$ cat config.mk
export PLATFORM = sky130hd
export DESIGN_NAME = bnn_inst_fetch
export DESIGN_NICKNAME = d
export VERILOG_FILES = /design/src/rtl/bnn_pkg.sv /design/src/rtl/bnn_fetch_fifo.sv /design/src/rtl/bnn_inst_fetch.sv
export SDC_FILE = /design/constraint.sdc
export NUM_CORES = 1
export LEC_CHECK = 0
export ABC_CLOCK_PERIOD_IN_PS = 4350
export BUFFER_PORTS_ARGS = -buffer_cell sky130_fd_sc_hd__buf_2
export CAP_MARGIN = 15
export CORE_ASPECT_RATIO = 1.75
export CORE_MARGIN = 3
export CORE_UTILIZATION = 46
export CTS_BUF_LIST = sky130_fd_sc_hd__clkbuf_4
export DETAILED_ROUTE_END_ITERATION = 10
export GPL_TIMING_DRIVEN = 0
export PLACE_DENSITY = 0.68
export SETUP_SLACK_MARGIN = 0.1
export SYNTH_ARGS = -nofsm -noshare
export SYNTH_HDL_FRONTEND = slang
export SYNTH_SLANG_ARGS = --single-unit
$ cat constraint.sdc
create_clock -name clk -period 4.35 [get_ports clk]
set_input_delay 0.87 -clock clk [delete_from_list [all_inputs] [get_ports clk]]
set_output_delay 0.87 -clock clk [all_outputs]
set_load 0.01 [all_outputs]
$ cat src/rtl/bnn_pkg.sv
// Shared definitions for the BNN processing unit: opcode encodings seen by the
// controller decoder and the instruction-fetch state encoding.
package bnn_pkg;

  localparam int OPC_W = 5;

  localparam logic [OPC_W-1:0] OPC_NOP    = 5'b00000;
  localparam logic [OPC_W-1:0] OPC_LOAD   = 5'b00001;
  localparam logic [OPC_W-1:0] OPC_STORE  = 5'b00010;
  localparam logic [OPC_W-1:0] OPC_XNOR   = 5'b00100;
  localparam logic [OPC_W-1:0] OPC_POPCNT = 5'b00101;
  localparam logic [OPC_W-1:0] OPC_THRESH = 5'b00110;
  localparam logic [OPC_W-1:0] OPC_JUMP   = 5'b10000;
  localparam logic [OPC_W-1:0] OPC_HALT   = 5'b11111;

  typedef enum logic [1:0] {
    IDLE = 2'd0,
    RUN  = 2'd1,
    STOP = 2'd2
  } fetch_state_t;

endpackage

$ cat src/rtl/bnn_fetch_fifo.sv
// Small synchronous prefetch FIFO holding instruction words with their PCs.
// Flush empties it in one cycle; storage itself is not reset, only pointers.
module bnn_fetch_fifo #(
  parameter int DATA_W = 16,
  parameter int PC_W   = 16,
  parameter int DEPTH  = 4,
  parameter int CNT_W  = $clog2(DEPTH) + 1
) (
  input  logic              clk,
  input  logic              rst,
  input  logic              push,
  input  logic [DATA_W-1:0] push_data,
  input  logic [PC_W-1:0]   push_pc,
  input  logic              pop,
  input  logic              flush,
  output logic [DATA_W-1:0] head_data,
  output logic [PC_W-1:0]   head_pc,
  output logic [CNT_W-1:0]  count
);

  localparam int PTR_W = $clog2(DEPTH);

  logic [DATA_W-1:0] mem_data [DEPTH];
  logic [PC_W-1:0]   mem_pc   [DEPTH];
  logic [PTR_W-1:0]  wr_ptr;
  logic [PTR_W-1:0]  rd_ptr;

  always_ff @(posedge clk or posedge rst) begin
    if (rst) begin
      wr_ptr <= '0;
      rd_ptr <= '0;
      count  <= '0;
    end else if (flush) begin
      wr_ptr <= '0;
      rd_ptr <= '0;
      count  <= '0;
    end else begin
      if (push) wr_ptr <= wr_ptr + 1'b1;
      if (pop)  rd_ptr <= rd_ptr + 1'b1;
      if (push && !pop)
        count <= count + 1'b1;
      else if (!push && pop)
        count <= count - 1'b1;
    end
  end

  always_ff @(posedge clk) begin
    if (push && !flush) begin
      mem_data[wr_ptr] <= push_data;
      mem_pc[wr_ptr]   <= push_pc;
    end
  end

  assign head_data = mem_data[rd_ptr];
  assign head_pc   = mem_pc[rd_ptr];

endmodule

$ cat src/rtl/bnn_inst_fetch.sv
// Instruction fetch stage: reads the instruction SRAM, buffers words in a
// prefetch FIFO and hands them to the decoder; handles redirects and HALT.
//
//  state | meaning
//  IDLE  | not fetching; start issues the first read at start_pc
//  RUN   | issuing reads under FIFO credit, pushing returned words
//  STOP  | HALT seen; draining FIFO and discarding the last in-flight read
module bnn_inst_fetch
  import bnn_pkg::*;
#(
  parameter int ADDR_W     = 16,
  parameter int INST_W     = 16,
  parameter int FIFO_DEPTH = 4
) (
  input  logic              clk,
  input  logic              rst,
  input  logic              start,
  input  logic [ADDR_W-1:0] start_pc,
  output logic              isram_en,
  output logic [ADDR_W-1:0] isram_addr,
  input  logic [INST_W-1:0] isram_rdata,
  output logic              inst_valid,
  output logic [INST_W-1:0] inst,
  output logic [ADDR_W-1:0] inst_pc,
  input  logic              inst_ready,
  input  logic              redirect,
  input  logic [ADDR_W-1:0] redirect_pc,
  output logic              busy,
  output logic              done
);

  localparam int              CNT_W   = $clog2(FIFO_DEPTH) + 1;
  localparam logic [CNT_W:0]  DEPTH_L = (CNT_W + 1)'(FIFO_DEPTH);

  fetch_state_t state, state_nxt;

  logic [ADDR_W-1:0] fetch_pc;
  logic [ADDR_W-1:0] issue_pc;
  logic [ADDR_W-1:0] rd_pc;
  logic              epoch;
  logic              rd_vld;
  logic              rd_epoch;
  logic              issue;
  logic [CNT_W-1:0]  fifo_count;
  logic [INST_W-1:0] head_inst;
  logic [ADDR_W-1:0] head_pc;
  logic              has_head;
  logic              redir_act;
  logic              resp_ok;
  logic              resp_halt;
  logic              push;
  logic              pop;
  logic              halt_ret;

  assign has_head  = (fifo_count != '0);
  assign redir_act = redirect && (state != IDLE);
  // A response is only useful while running and only if issued in the current epoch.
  assign resp_ok   = rd_vld && (rd_epoch == epoch) && (state == RUN);
  assign resp_halt = (isram_rdata[INST_W-1 -: OPC_W] == OPC_HALT);
  assign push      = resp_ok && !resp_halt && !redir_act;
  assign halt_ret  = resp_ok && resp_halt && !redir_act;
  assign pop       = has_head && inst_ready;

  always_comb begin
    state_nxt = state;
    issue     = 1'b0;
    issue_pc  = fetch_pc;
    done      = 1'b0;
    case (state)
      IDLE: begin
        if (start) begin
          state_nxt = RUN;
          issue     = 1'b1;
          issue_pc  = start_pc;
        end
      end
      RUN: begin
        if (redirect) begin
          issue    = 1'b1;
          issue_pc = redirect_pc;
        end else begin
          // Credit: buffered + arriving words must leave room for this read.
          issue = (({1'b0, fifo_count} + (CNT_W + 1)'(push)) < DEPTH_L);
          if (halt_ret) state_nxt = STOP;
        end
      end
      STOP: begin
        if (redirect) begin
          state_nxt = RUN;
          issue     = 1'b1;
          issue_pc  = redirect_pc;
        end else if (!has_head && !rd_vld) begin
          state_nxt = IDLE;
          done      = 1'b1;
        end
      end
      default: state_nxt = IDLE;
    endcase
  end

  always_ff @(posedge clk or posedge rst) begin
    if (rst) begin
      state    <= IDLE;
      fetch_pc <= '0;
      epoch    <= 1'b0;
      rd_vld   <= 1'b0;
      rd_epoch <= 1'b0;
      rd_pc    <= '0;
    end else begin
      state  <= state_nxt;
      rd_vld <= issue;
      if (redir_act) epoch <= ~epoch;
      if (issue) begin
        fetch_pc <= issue_pc + 1'b1;
        rd_pc    <= issue_pc;
        rd_epoch <= redir_act ? ~epoch : epoch;
      end
    end
  end

  bnn_fetch_fifo #(
    .DATA_W (INST_W),
    .PC_W   (ADDR_W),
    .DEPTH  (FIFO_DEPTH),
    .CNT_W  (CNT_W)
  ) u_fifo (
    .clk       (clk),
    .rst       (rst),
    .push      (push),
    .push_data (isram_rdata),
    .push_pc   (rd_pc),
    .pop       (pop),
    .flush     (redir_act),
    .head_data (head_inst),
    .head_pc   (head_pc),
    .count     (fifo_count)
  );

  assign isram_en   = issue;
  assign isram_addr = issue_pc;
  assign inst_valid = has_head;
  assign inst       = has_head ? head_inst : '0;
  assign inst_pc    = has_head ? head_pc : '0;
  assign busy       = (state != IDLE);

endmodule

Word level (Yosys, flattened, before mapping)
Memories as Yosys holds them, arrays and structs flattened.
Cells that the tools add are included.
{ "word_totals": {"ff_bits": 44, "ram_bits": 128, "in_bits": 53, "word_cells": 81, "n_memories": 2} }
{ "mem_list": {"columns": ["memory", "depth", "width", "rd", "rd_ports_with_merged_regs", "write_ports", "line", "source"], "rows": [
  ["u_fifo.mem_data", 4, 16, 1, 0, 1, "bnn_fetch_fifo.sv:23", "logic [DATA_W-1:0] mem_data [DEPTH];"],
  ["u_fifo.mem_pc", 4, 16, 1, 0, 1, "bnn_fetch_fifo.sv:24", "logic [PC_W-1:0] mem_pc [DEPTH];"]
]} }
{ "op_classes": {"n_addsub": 6, "n_lt_le_gt_ge": 1, "n_eq_ne": 8, "n_mux": 28, "n_bitwise": 1, "reduce_logical": 26} }
{ "ops": {"columns": ["op", "count"], "rows": [
  ["16-bit 2-to-1 mux", 4],
  ["16-bit case mux with 2 select lines", 1],
  ["2-bit 2-to-1 mux", 9],
  ["16-bit by 1-bit adder with 16-bit output (second input constant)", 1],
  ["1-bit logical AND", 12],
  ["1-bit 2-to-1 mux", 9],
  ["3-bit 2-to-1 mux", 3],
  ["1-bit logical NOT", 6],
  ["2-bit inequality test (second input constant)", 3],
  ["2-bit case mux with 3 select lines", 1],
  ["2-bit nonzero test", 3],
  ["3-bit nonzero test", 2],
  ["5-bit equality test (second input constant)", 1],
  ["2-bit by 1-bit adder with 2-bit output (second input constant)", 2],
  ["3-bit by 1-bit adder with 4-bit output", 1],
  ["4-bit by 3-bit less-than comparator with 1-bit output (second input constant)", 1],
  ["4-bit AND reduction", 1],
  ["3-bit by 1-bit adder with 3-bit output (second input constant)", 1],
  ["3-bit inequality test (second input constant)", 1],
  ["1-bit case mux with 3 select lines", 1],
  ["3-bit by 1-bit subtractor with 3-bit output (second input constant)", 1],
  ["2-bit by 1-bit equality test with 1-bit output (second input constant)", 1],
  ["2-bit equality test (second input constant)", 1],
  ["2-bit logical NOT", 1],
  ["3 further kinds", 3]
]} }

Depth between registers and ports, before layout
Gate-level depths: netlist (run 1).
{ "depth": {"word_depth": 10, "depth_mapped": 13, "ltp_nobuf": 11} }

By module
Synthesis (run 1) repeated with hierarchy kept, for this count alone.
{ "hier_totals": {"hier_cells": 553, "hier_area_um2": 7906.3} }
{ "by_module_without_submodules": {"columns": ["module", "n_inst", "cells_each", "area_per_inst_um2", "seq_area_each_um2"], "rows": [
  ["bnn_fetch_fifo", 1, 213, 5103.6, 4018.9],
  ["bnn_inst_fetch", 1, 340, 2802.7, 925.9]
]} }

Least setup slack after synthesis (run 1)
No wires, ideal clock.
{ "synth_timing": {"kind": "input to output", "start": "input port start", "end": "output port isram_en", "t_arrival_ps": 2216, "slack_ps": 1264, "path_stages": 6, "path_cell_list": "buf_2 buf_6 and2_4 or4_1 o31ai_4 inv_1"} }
{ "synth_between": {"elab_chain_cells": 2} }
{ "synth_lines": {"columns": ["item", "line", "source"], "rows": [
  ["start, declared", "bnn_inst_fetch.sv:17", "input logic start,"],
  ["1-bit 2-to-1 mux", "bnn_inst_fetch.sv:71", "if (start) begin"],
  ["1-bit case mux with 3 select lines", "bnn_inst_fetch.sv:69", "case (state)"],
  ["end, declared", "bnn_inst_fetch.sv:19", "output logic isram_en,"]
]} }
No other way between the ends.

Worst setup path in the final report (run 1)
{ "layout_timing": {"start": "register state[0]", "end": "output port isram_addr[8]"} }
{ "layout_between": {"elab_chain_cells": 3} }
{ "layout_lines": {"columns": ["item", "line", "source"], "rows": [
  ["start, declared", "bnn_inst_fetch.sv:35", "fetch_state_t state, state_nxt;"],
  ["start signal, assigned", "bnn_inst_fetch.sv:110", "state <= state_nxt;"],
  ["2-bit by 1-bit equality test with 1-bit output or 2-bit equality test (tied branches)", "bnn_inst_fetch.sv:69", null],
  ["2-bit OR reduction (no line)", null, null],
  ["16-bit case mux with 2 select lines (*)", "bnn_inst_fetch.sv:69", null],
  ["end, declared", "bnn_inst_fetch.sv:20", "output logic [ADDR_W-1:0] isram_addr,"]
]} }
Every way passes the cells marked *; elsewhere a longest branch is shown, timed or not.

==> key figures, run 1 <==
Run status
  – Outcome: finished, final reports clean

Worst setup path
  – Element type at the critical path start: flip-flop
  – CP startpoint: state[0]
  – Worst EP arrival: 3150 ps
  – Reg-to-reg endpoint: fetch_pc[10]
  – Worst EP required: 3480 ps
  – Reg2Reg Launch Point: state[0]
  – Cell family with the largest share of critical-path delay: buffers and inverters
  – Setup CP Type: reg -> out
  – Reg2Reg Depth: 11
  – Most numerous cell on the critical path: buf_2
  – Worst R2R Setup Slack: 1140 ps
  – Critical Path Sink: isram_addr[8]
  – CP peak stage delay: 450 ps
  – Critical Path Sink Type: output port
  – Worst path cell trace: inv_1 -> ha_1 -> and2b_4 -> or3_1 -> buf_2 -> buf_2 -> a21oi_1 -> inv_1 -> buf_2
  – Max stage delay cell, worst path: dfrtp_1
  – Crit path max fanout: 10
  – Worst path depth: 9
  – Worst path bufs/invs: 5

Timing
  – Post-layout minimum cycle time: 4020 ps
  – Count of final setup violators: 0
  – Pins Over Slew Limit: 0
  – Final Hold Viols: 0
  – Worst-case hold slack: 163 ps
  – Total Neg Setup Slack: 0 ps
  – Max Clock Freq: 249 MHz
  – Worst slew margin: 38.4%
  – Final Cycle Share: 92.3%
  – RSZ-0062 raised after global routing: no
  – Final Skew: 33.4 ps
  – Worst slew pin tran: 925 ps

Floorplanning
  – Io pins: 105
  – Core footprint: 16500 um^2
  – Die Y: 178 um
  – Die ar.: 18700 um^2
  – DIE WIDTH: 105 um
  – Number of core rows: 62
  – Initial core utilization: 47.3%

Synth
  – Synth warn: 0
  – Post-Syn Area: 7820 um^2
  – Synth Flop Type: edfxtp_1
  – Register area share after synthesis: 63.2%
  – Main area contributors after synthesis: edfxtp_1, dfrtp_1, mux4_2
  – Post-synth EDFFs: 128
  – Netlist cell types: 61
  – Synth Net Count: 601
  – Cell taking the most area after synthesis: edfxtp_1
  – Flops & latches, synth: 172
  – Syn Area/Cell: 14.6 um^2
  – Post-synth top area share: 49.2%
  – Cells after synthesis: 537
  – Async set-reset flop share out of synthesis: 25.6%

Pwr
  – Flop pwr share: 37.7%
  – Peak supply drop: 0.339 mV
  – Comb power frac: 46.7%
  – Sw Share: 39.0%
  – Int Pwr: 3.70 mW
  – Leakage power: 3.48 nW
  – Sw Pwr: 2.37 mW
  – Power density cells: 679 nW/um^2
  – Clock power share: 15.7%

Clock network
  – Cts bufs inserted: 17
  – Clk slew on worst S/H paths: 140 ps
  – Post-CTS setup repair buffer count: 0
  – Worst skew pair latency: 550 ps
  – Hold-fix buffers, CTS: 0
  – Root buffer cell: clkbuf_4
  – CTS resizes: 0
  – Longest Clk Path Bufs: 2
  – Htree depth: 4
  – TritonCTS clock tree: yes
  – TritonCTS Sinks: 172

Final layout
  – Fillers: 1399
  – Layout area overhead: 14.4%
  – Share of layout cells above drive strength 1: 29.9%
  – Design area: 8950 um^2
  – Nets@finish: 724
  – Sequential cell area: 4940 um^2
  – Multi-input logic area: 2620 um^2

GRT
  – Antenna violations before repair: 1
  – Grt ovf: 0
  – Overall routing resource usage: 19.7%
  – Largest net degree at the start of global routing: 43
  – Global-route wire length before repair: 28000 um
  – Vias in the first global route: 5367

Placement
  – DP HPWL: 13100 um
  – Routability congestion estimate: 0.935
  – # port buffers: 103
  – Post-placement cell area: 8640 um^2

Drt
  – Initial DRC count: 309
  – Vias per cell: 5.59
  – Drt first pass iters: 5
  – DRC violations left: 0
  – Post-route ant nets: 0
  – Via count: 5024
  – Drt total wl: 17900 um
  – Routed WL per cell: 19.9 um

Min path
  – Hold Crit Class: in -> async

Run
  – Max-cap viol count: 0
[metrics by stage]
| step | cells | power (mW) | utilization, % | worst slack (ps) |
|---|---|---|---|---|
| 2_1_floorplan | 537 | 4.21 | - | 1260 |
| 3_3_place_gp | 864 | 5.08 | 52.1 | 656 |
| 3_5_place_dp | 865 | 5.18 | 52.3 | 792 |
| 4_1_cts | 897 | 6.13 | 54.1 | 321 |
| 5_1_grt | 898 | 6.46 | 54.1 | 192 |
| 6_report | 898 | 6.07 | 54.1 | 333 |
[final cells by class]
cell class	count	share of cell area (%)
sequential	172	55.3
multi-input combinational	315	29.2
timing repair buffer	104	5.99
tap	224	3.13
buffer	32	2.21
clock inverter	14	1.89
clock buffer	18	1.51
inverter	18	0.755
antenna	1	0.0280
[registers in the layout, indices dropped and copies added, names as in the netlist]
name,count
epoch,1
fetch_pc,16
rd_epoch,1
rd_pc,16
rd_vld,1
state,2
u_fifo.count,3
u_fifo.mem_data,64
u_fifo.mem_pc,64
u_fifo.rd_ptr,2
u_fifo.wr_ptr,2
[cell usage after synthesis, drive strengths merged, types with 8 or more instances]
cell    count
inv        18
o21ai      14
edfxtp    128
nand2      34
a21o       15
o31ai      10
ha         10
and2       42
xor2        8
mux4       32
nor2       18
buf        20
a21oi      15
mux2        8
dfrtp      44
nand3      33
clkbuf     12
[power by group through the flow]
stage	logic (mW)	clock network, mW	registers [mW]
after floorplan	1.96	0	2.25
after global placement	2.79	0	2.30
after detailed placement	2.86	0	2.32
after CTS	2.87	0.979	2.28
after global routing	3.10	1.04	2.32
final	2.83	0.952	2.29
[placed cells by master, fill, tap and decap left out, types with 3 or more instances in the layout]
cell type and count:
o21ai_1 4, o2bb2ai_1 3, mux2_2 3, nand3_1 32, mux4_2 32, o311ai_1 5
clkbuf_1 12, clkbuf_4 18, clkinvlp_4 3, and2_2 4, a22oi_1 7, nand2b_1 4
a21oi_1 15, and3_1 3, nor2b_1 4, or3_1 3, inv_1 17, dfrtp_1 44
a21o_1 15, o21ai_0 10, ha_1 10, nor2_1 18, buf_2 111, buf_6 8
and2_1 37, edfxtp_1 128, xor2_1 8, o31ai_1 8, clkinv_2 3, nand2_1 34
nand4_1 4, xnor2_1 6, bufinv_16 3, mux2_1 5
[how the worst min path moves through the flow]
stage,to,from,slack [ps]
5_1_grt,rd_pc[5],rst,110
6_report,rd_pc[5],rst,160
2_1_floorplan,fetch_pc[1],fetch_pc[1],450
3_5_place_dp,fetch_pc[1],fetch_pc[1],470
3_3_place_gp,fetch_pc[1],fetch_pc[1],470
4_1_cts,rd_pc[5],rst,110
[logic make-up (layout without fill, tap and decap cells)]
logic type | count (synthesis) | after routing | synth area share [%]
AOI/OAI and AO/OA | 93 | 93 | 8.70
xor gates and xnor gates | 14 | 14 | 1.57
adders and majority gates | 11 | 11 | 1.86
buffers and inverters | 50 | 186 | 3.39
DFF | 172 | 172 | 63.2
muxes | 42 | 42 | 10.6
other | 0 | 1 | 0
and+or+nand+nor | 155 | 155 | 10.6
[per-layer routing]
metal	vias up	share of wire, %	GRT usage (%)
met5	-	0	0
met4	0	2.8	7.82
met3	35	4.0	3.55
met2	169	56	38.0
met1	2522	37	21.1
li1	2298	-	-
No activity file was read; power rests on OpenSTA's default activity.
==> run 2, diff against run 1 <==
- SLEW_MARGIN: default -> 0
- SYNTH_HIERARCHICAL: default -> 1
==> run 2 against run 1 <==
Against the previous run:
- routed wire length up 3.0%
- setup slack worse by 16 ps
- area after synthesis up 1.1%
- die area up 1.1%
- clock skew up 3.8 ps
- count of clock-buffer cells in the layout up 1
- via count up 1.1%
- total power up 0.66%
- sequential cell count unchanged
- first-iteration DRC count down 5.5%
- non-clock buffer count unchanged
- critical path type unchanged
- highest routed layer unchanged
==> key figures, run 2 <==
Worst setup path
  – Reg2Reg Launch Point: state[0]
  – Critical Path Sink Type: output port
  – Crit path max fanout: 10
  – Reg-to-reg endpoint: fetch_pc[14]
  – Worst EP arrival: 3160 ps
  – Element type at the critical path start: flip-flop
  – Setup CP Type: reg -> out
  – Worst R2R Setup Slack: 480 ps
  – Worst EP required: 3480 ps
  – Reg2Reg Depth: 11

Synth
  – Netlist cell types: 68
  – Synth Flop Type: edfxtp_1
  – Cell taking the most area after synthesis: edfxtp_1
  – Synth Area in XOR/XNOR: 1.11%
  – Synth warn: 6
  – Cells after synthesis: 553
  – Synth Area in Simple Gates: 10.8%
  – Largest family of logic cells by synthesized area: simple AND/OR/NAND/NOR gates
  – Main area contributors after synthesis: edfxtp_1, dfrtp_1, mux4_2
  – Post-synth EDFFs: 128
  – Post-synthesis mux area share: 10.0%
  – Flops & latches, synth: 172
  – Compound-Gate Fraction of Synth Area: 9.62%
  – Register area share after synthesis: 62.5%
  – Post-Syn Area: 7910 um^2
  – Syn Area/Cell: 14.3 um^2
  – Async set-reset flop share out of synthesis: 25.6%
  – Top-count cell post-synth: edfxtp_1
  – Synth Area in Adders: 1.84%
  – Post-synth top area share: 48.6%
  – Most common library cells after synthesis: edfxtp_1, dfrtp_1, and2_1
  – Synth Net Count: 617

Placement
  – DP HPWL: 13600 um
  – Setup WS pre-CTS: 563 ps
  – Routability congestion estimate: 0.936
  – # port buffers: 103

GRT
  – Largest net degree at the start of global routing: 38
  – Global-route wire length before repair: 28800 um
  – Grt ovf: 0
  – Overall routing resource usage: 19.8%
  – Antenna violations before repair: 1
  – Vias in the first global route: 5308

Clock network
  – Htree depth: 4
  – TritonCTS clock tree: yes
  – Root buffer cell: clkbuf_4
  – Cts bufs inserted: 17
  – Worst skew pair latency: 550 ps
  – TritonCTS Sinks: 172
  – Clk slew on worst S/H paths: 140 ps
  – Longest Clk Path Bufs: 2

Drt
  – Post-route ant nets: 0
  – Drt first pass iters: 4
  – DRC violations left: 0
  – Routed WL per cell: 20.2 um
  – Vias per cell: 5.56
  – Via count: 5078
  – Drt total wl: 18400 um
  – Initial DRC count: 292

Timing
  – Worst slew margin: 14.9%
  – Post-layout minimum cycle time: 4030 ps
  – Final worst slack: 317 ps
  – Worst slew pin tran: 1260 ps
  – Total Neg Setup Slack: 0 ps
  – Final Cycle Share: 92.7%
  – Pins Over Slew Limit: 0
  – Final Skew: 37.2 ps
  – Count of final setup violators: 0
  – RSZ-0062 raised after global routing: no
  – Max Clock Freq: 248 MHz
  – Final Hold Viols: 0

Run status
  – Outcome: finished, final reports clean

Floorplanning
  – Initial core utilization: 47.6%
  – Die ar.: 18900 um^2
  – Die Y: 179 um
  – Core footprint: 16600 um^2
  – DIE WIDTH: 105 um
  – Io pins: 105
  – Number of core rows: 62

Run
  – Max-cap viol count: 0

Final layout
  – Nets@finish: 739
  – Commonest non-fill, non-tap cell in the layout: edfxtp_1
  – Layout area overhead: 14.1%
  – Largest regs: u_fifo/mem_data: 64 flops, u_fifo/mem_pc: 64 flops
  – Share of layout cells above drive strength 1: 30.4%
  – Most frequent cells in the layout: edfxtp_1, buf_2, dfrtp_1

Pwr
  – Final Total Pwr: 6.11 mW
  – Power density cells: 678 nW/um^2
  – Peak supply drop: 0.329 mV
  – Leakage power: 3.47 nW

Min path
  – Hold Crit Class: in -> async
run 2: cell types whose count changed in the layout (fill, tap and decap cells not counted), moves of 5 or more:
cell	delta
nand3_1	-9
buf_2	+8
inv_1	+8
a21o_1	-7
a21oi_1	+6
o21ai_1	+6
xor2_1	-6
buf_6	-5
mux2_1	-5
nand2_1	+5
o311ai_1	-5
run 2: final cells by class:
| type | instances | area, um^2 |
|---|---|---|
| multi-input cells | 322 | 2650 |
| repair buffers | 103 | 515 |
| clock buffers | 19 | 143 |
| plain buffers | 33 | 224 |
| clock inverters | 13 | 158 |
| flip-flops and latches | 172 | 4940 |
| diodes | 1 | 2.50 |
| fillers | 1462 | 7580 |
| well taps | 224 | 280 |
| inverters | 26 | 97.6 |
run 2: report_power, final:
part	switching [mW]	leakage, nW	total, mW	internal (mW)
clock network	0.553	0.154	0.923	0.370
logic	1.68	1.61	2.91	1.23
registers	0.200	1.71	2.28	2.08
total	2.43	3.47	6.11	3.68
run 2: timing repair:
item,CTS,global route
cloned,0,0
gates resized for setup,1,2
hold buffers,0,0
endpoints found under the setup margin,1,1
buffers inserted,0,0
hold endpoints to repair,0,0
run 2: cells by family (layout without fill, tap and decap cells):
kind of cell               Yosys count  in the layout
adders and majority gates           11             11
xor gates and xnor gates            10             10
other                                0              1
AOI/OAI and AO/OA                  106            106
DFF                                172            172
buffers and inverters               59            194
muxes                               37             37
and+or+nand+nor                    158            158
run 2: through the flow:
| stage | instance area, um^2 | instances | utilization (%) | hold slack (ps) |
|---|---|---|---|---|
| after CTS | 9010 | 912 | 54.3 | 217 |
| after floorplan | 7910 | 553 | - | 449 |
| after global routing | 9020 | 913 | 54.3 | 224 |
| after detailed placement | 8710 | 880 | 52.4 | 482 |
| final | 9020 | 913 | 54.3 | 275 |
| after global placement | 8700 | 880 | 52.4 | 469 |
run 2: critical path, cell delays in order (launching register included):
cell	delay, ps
dfrtp_1	450
inv_1	90
ha_1	390
nor2b_2	220
or3_4	380
buf_6	160
buf_2	200
a2bb2oi_1	480
inv_1	110
buf_2	160
run 2: metal layers:
metal,up-vias,global-route usage (%),part of all wire (%)
li1,2355,-,-
met5,-,0,0
met2,177,36.3,55
met1,2511,21.5,36
met3,35,3.91,4.3
met4,0,9.93,4.1
run 2: how the worst max path moves through the flow:
stage	slack, ps	endpoint	cells past startpoint	startpoint
after floorplan	1320	isram_addr[8]	7	redirect
after global placement	600	fetch_pc[14]	10	redirect
after detailed placement	560	fetch_pc[14]	10	redirect
after CTS	190	isram_en	7	state[0]
after global routing	130	isram_en	8	state[0]
final	320	isram_addr[5]	9	state[0]
==> run 3, diff against run 2 <==
- CTS_BUF_LIST: sky130_fd_sc_hd__clkbuf_4 -> default
==> run 3 against run 2 <==
Against the previous run:
- die area unchanged
- routed wire length increased by 0.87%
- clock power increased by 61%
- maximum frequency decreased by 3.7%
- critical path depth decreased by 3
- count of clock-buffer cells in the layout unchanged
- utilization increased by 1.7 points
- clock skew decreased by 21 ps
- via count increased by 0.61%
- sequential cell count unchanged
- critical endpoint is now isram_addr[13]
- largest power group unchanged
- sequential power about the same
==> key figures, run 3 (synthesized netlist as in run 2, its figures left out) <==
Timing
  – Post-layout minimum cycle time: 4190 ps
  – Count of final setup violators: 0
  – Worst slew margin: 26.4%
  – RSZ-0062 raised after global routing: no
  – Pins Over Slew Limit: 0
  – Max Clock Freq: 239 MHz
  – Final Hold Viols: 0
  – Final Cycle Share: 96.3%
  – Worst slew pin tran: 1090 ps
  – Final Skew: 15.9 ps
  – Final worst slack: 160 ps
  – Total Neg Setup Slack: 0 ps

Run
  – Max-cap viol count: 0

Drt
  – DRC violations left: 0
  – Routed WL per cell: 20.4 um
  – Initial DRC count: 309
  – Vias per cell: 5.60
  – Post-route ant nets: 0
  – Drt total wl: 18600 um
  – Drt first pass iters: 4
  – Via count: 5109

Pwr
  – Power density cells: 719 nW/um^2
  – Peak supply drop: 0.341 mV
  – Leakage power: 3.59 nW
  – Final Total Pwr: 6.68 mW

Floorplanning
  – Io pins: 105
  – Die Y: 179 um
  – Die ar.: 18900 um^2
  – Core footprint: 16600 um^2
  – DIE WIDTH: 105 um
  – Initial core utilization: 47.6%
  – Number of core rows: 62

GRT
  – Largest net degree at the start of global routing: 38
  – Global-route wire length before repair: 29200 um
  – Antenna violations before repair: 0
  – Vias in the first global route: 5389
  – Overall routing resource usage: 20.1%
  – Grt ovf: 0

Run status
  – Outcome: finished, final reports clean

Worst setup path
  – Reg-to-reg endpoint: fetch_pc[14]
  – Worst EP required: 3480 ps
  – Critical Path Sink Type: output port
  – Reg2Reg Depth: 11
  – Worst EP arrival: 3320 ps
  – Element type at the critical path start: flip-flop
  – Crit path max fanout: 10
  – Worst R2R Setup Slack: 590 ps
  – Setup CP Type: reg -> out
  – Critical Path Sink: isram_addr[13]
  – CP startpoint: state[0]
  – Reg2Reg Launch Point: state[0]

Final layout
  – Layout Cells excl Fill: 912
  – Commonest non-fill, non-tap cell in the layout: edfxtp_1
  – Nets@finish: 739
  – Most frequent cells in the layout: edfxtp_1, buf_2, dfrtp_1
  – Antenna Diode Count: 0
  – Layout area overhead: 17.6%
  – Share of layout cells above drive strength 1: 29.8%
  – Largest regs: u_fifo/mem_data: 64 flops, u_fifo/mem_pc: 64 flops
  – Layout Utilization: 56.0%

Clock network
  – Hold-fix buffers, CTS: 0
  – Root buffer cell: clkbuf_16
  – Cts bufs inserted: 17
  – Longest Clk Path Bufs: 2
  – Htree depth: 4
  – Worst skew pair latency: 420 ps
  – TritonCTS Sinks: 172
  – CTS resizes: 0
  – Post-CTS setup repair buffer count: 0
  – Clk slew on worst S/H paths: 70 ps
  – TritonCTS clock tree: yes

Placement
  – Placed cell count: 880
  – # port buffers: 103
  – Routability congestion estimate: 0.936
  – Setup WS pre-CTS: 563 ps
  – DP HPWL: 13600 um

Min path
  – Hold Crit Class: in -> async
run 3: cell types whose count changed in the layout (fill, tap and decap cells not counted), sizes merged:
| cell | delta |
|---|---|
| diode | -1 |
run 3: critical path, cell delays in order, from the launching register on:
cell       delay [ps]
dfrtp_1           430
ha_1              300
clkbuf_1          480
clkbuf_1          630
a2bb2oi_1         790
inv_1              90
buf_2             170
run 3: cell type report:
cell class | instances | area (um^2)
plain buffers | 33 | 223
fillers | 1412 | 7300
multi-input cells | 322 | 2650
flip-flops and latches | 172 | 4940
repair buffers | 103 | 515
well taps | 224 | 280
inverters | 26 | 97.6
clock buffers | 19 | 433
clock inverters | 13 | 158
run 3: power breakdown:
part	internal (mW)	switching, mW	total (mW)
Combinational	1.23	1.68	2.91
Clock	0.861	0.626	1.49
Sequential	2.09	0.202	2.29
run 3: worst min path at each step:
stage	from	to	slack, ps	cells past startpoint
6_report	rst	u_fifo/wr_ptr[1]	420	2
2_1_floorplan	fetch_pc[10]	fetch_pc[10]	450	2
5_1_grt	rst	u_fifo/wr_ptr[1]	410	2
3_3_place_gp	fetch_pc[13]	fetch_pc[13]	470	2
3_5_place_dp	fetch_pc[13]	fetch_pc[13]	480	2
4_1_cts	rst	u_fifo/wr_ptr[1]	410	2
run 3: routing by layer:
layer	wire length (um)	GRT usage [%]	up-vias
met2	10300	36.6	183
met4	847	11.2	0
met1	6660	22.0	2528
li1	-	-	2353
met5	0	0	-
met3	782	3.23	45
run 3: metrics by stage:
stage / area (um^2) / hold slack, ps
6_report: 9300 / 421
5_1_grt: 9300 / 410
4_1_cts: 9300 / 414
3_5_place_dp: 8710 / 482
3_3_place_gp: 8700 / 469
2_1_floorplan: 7910 / 449
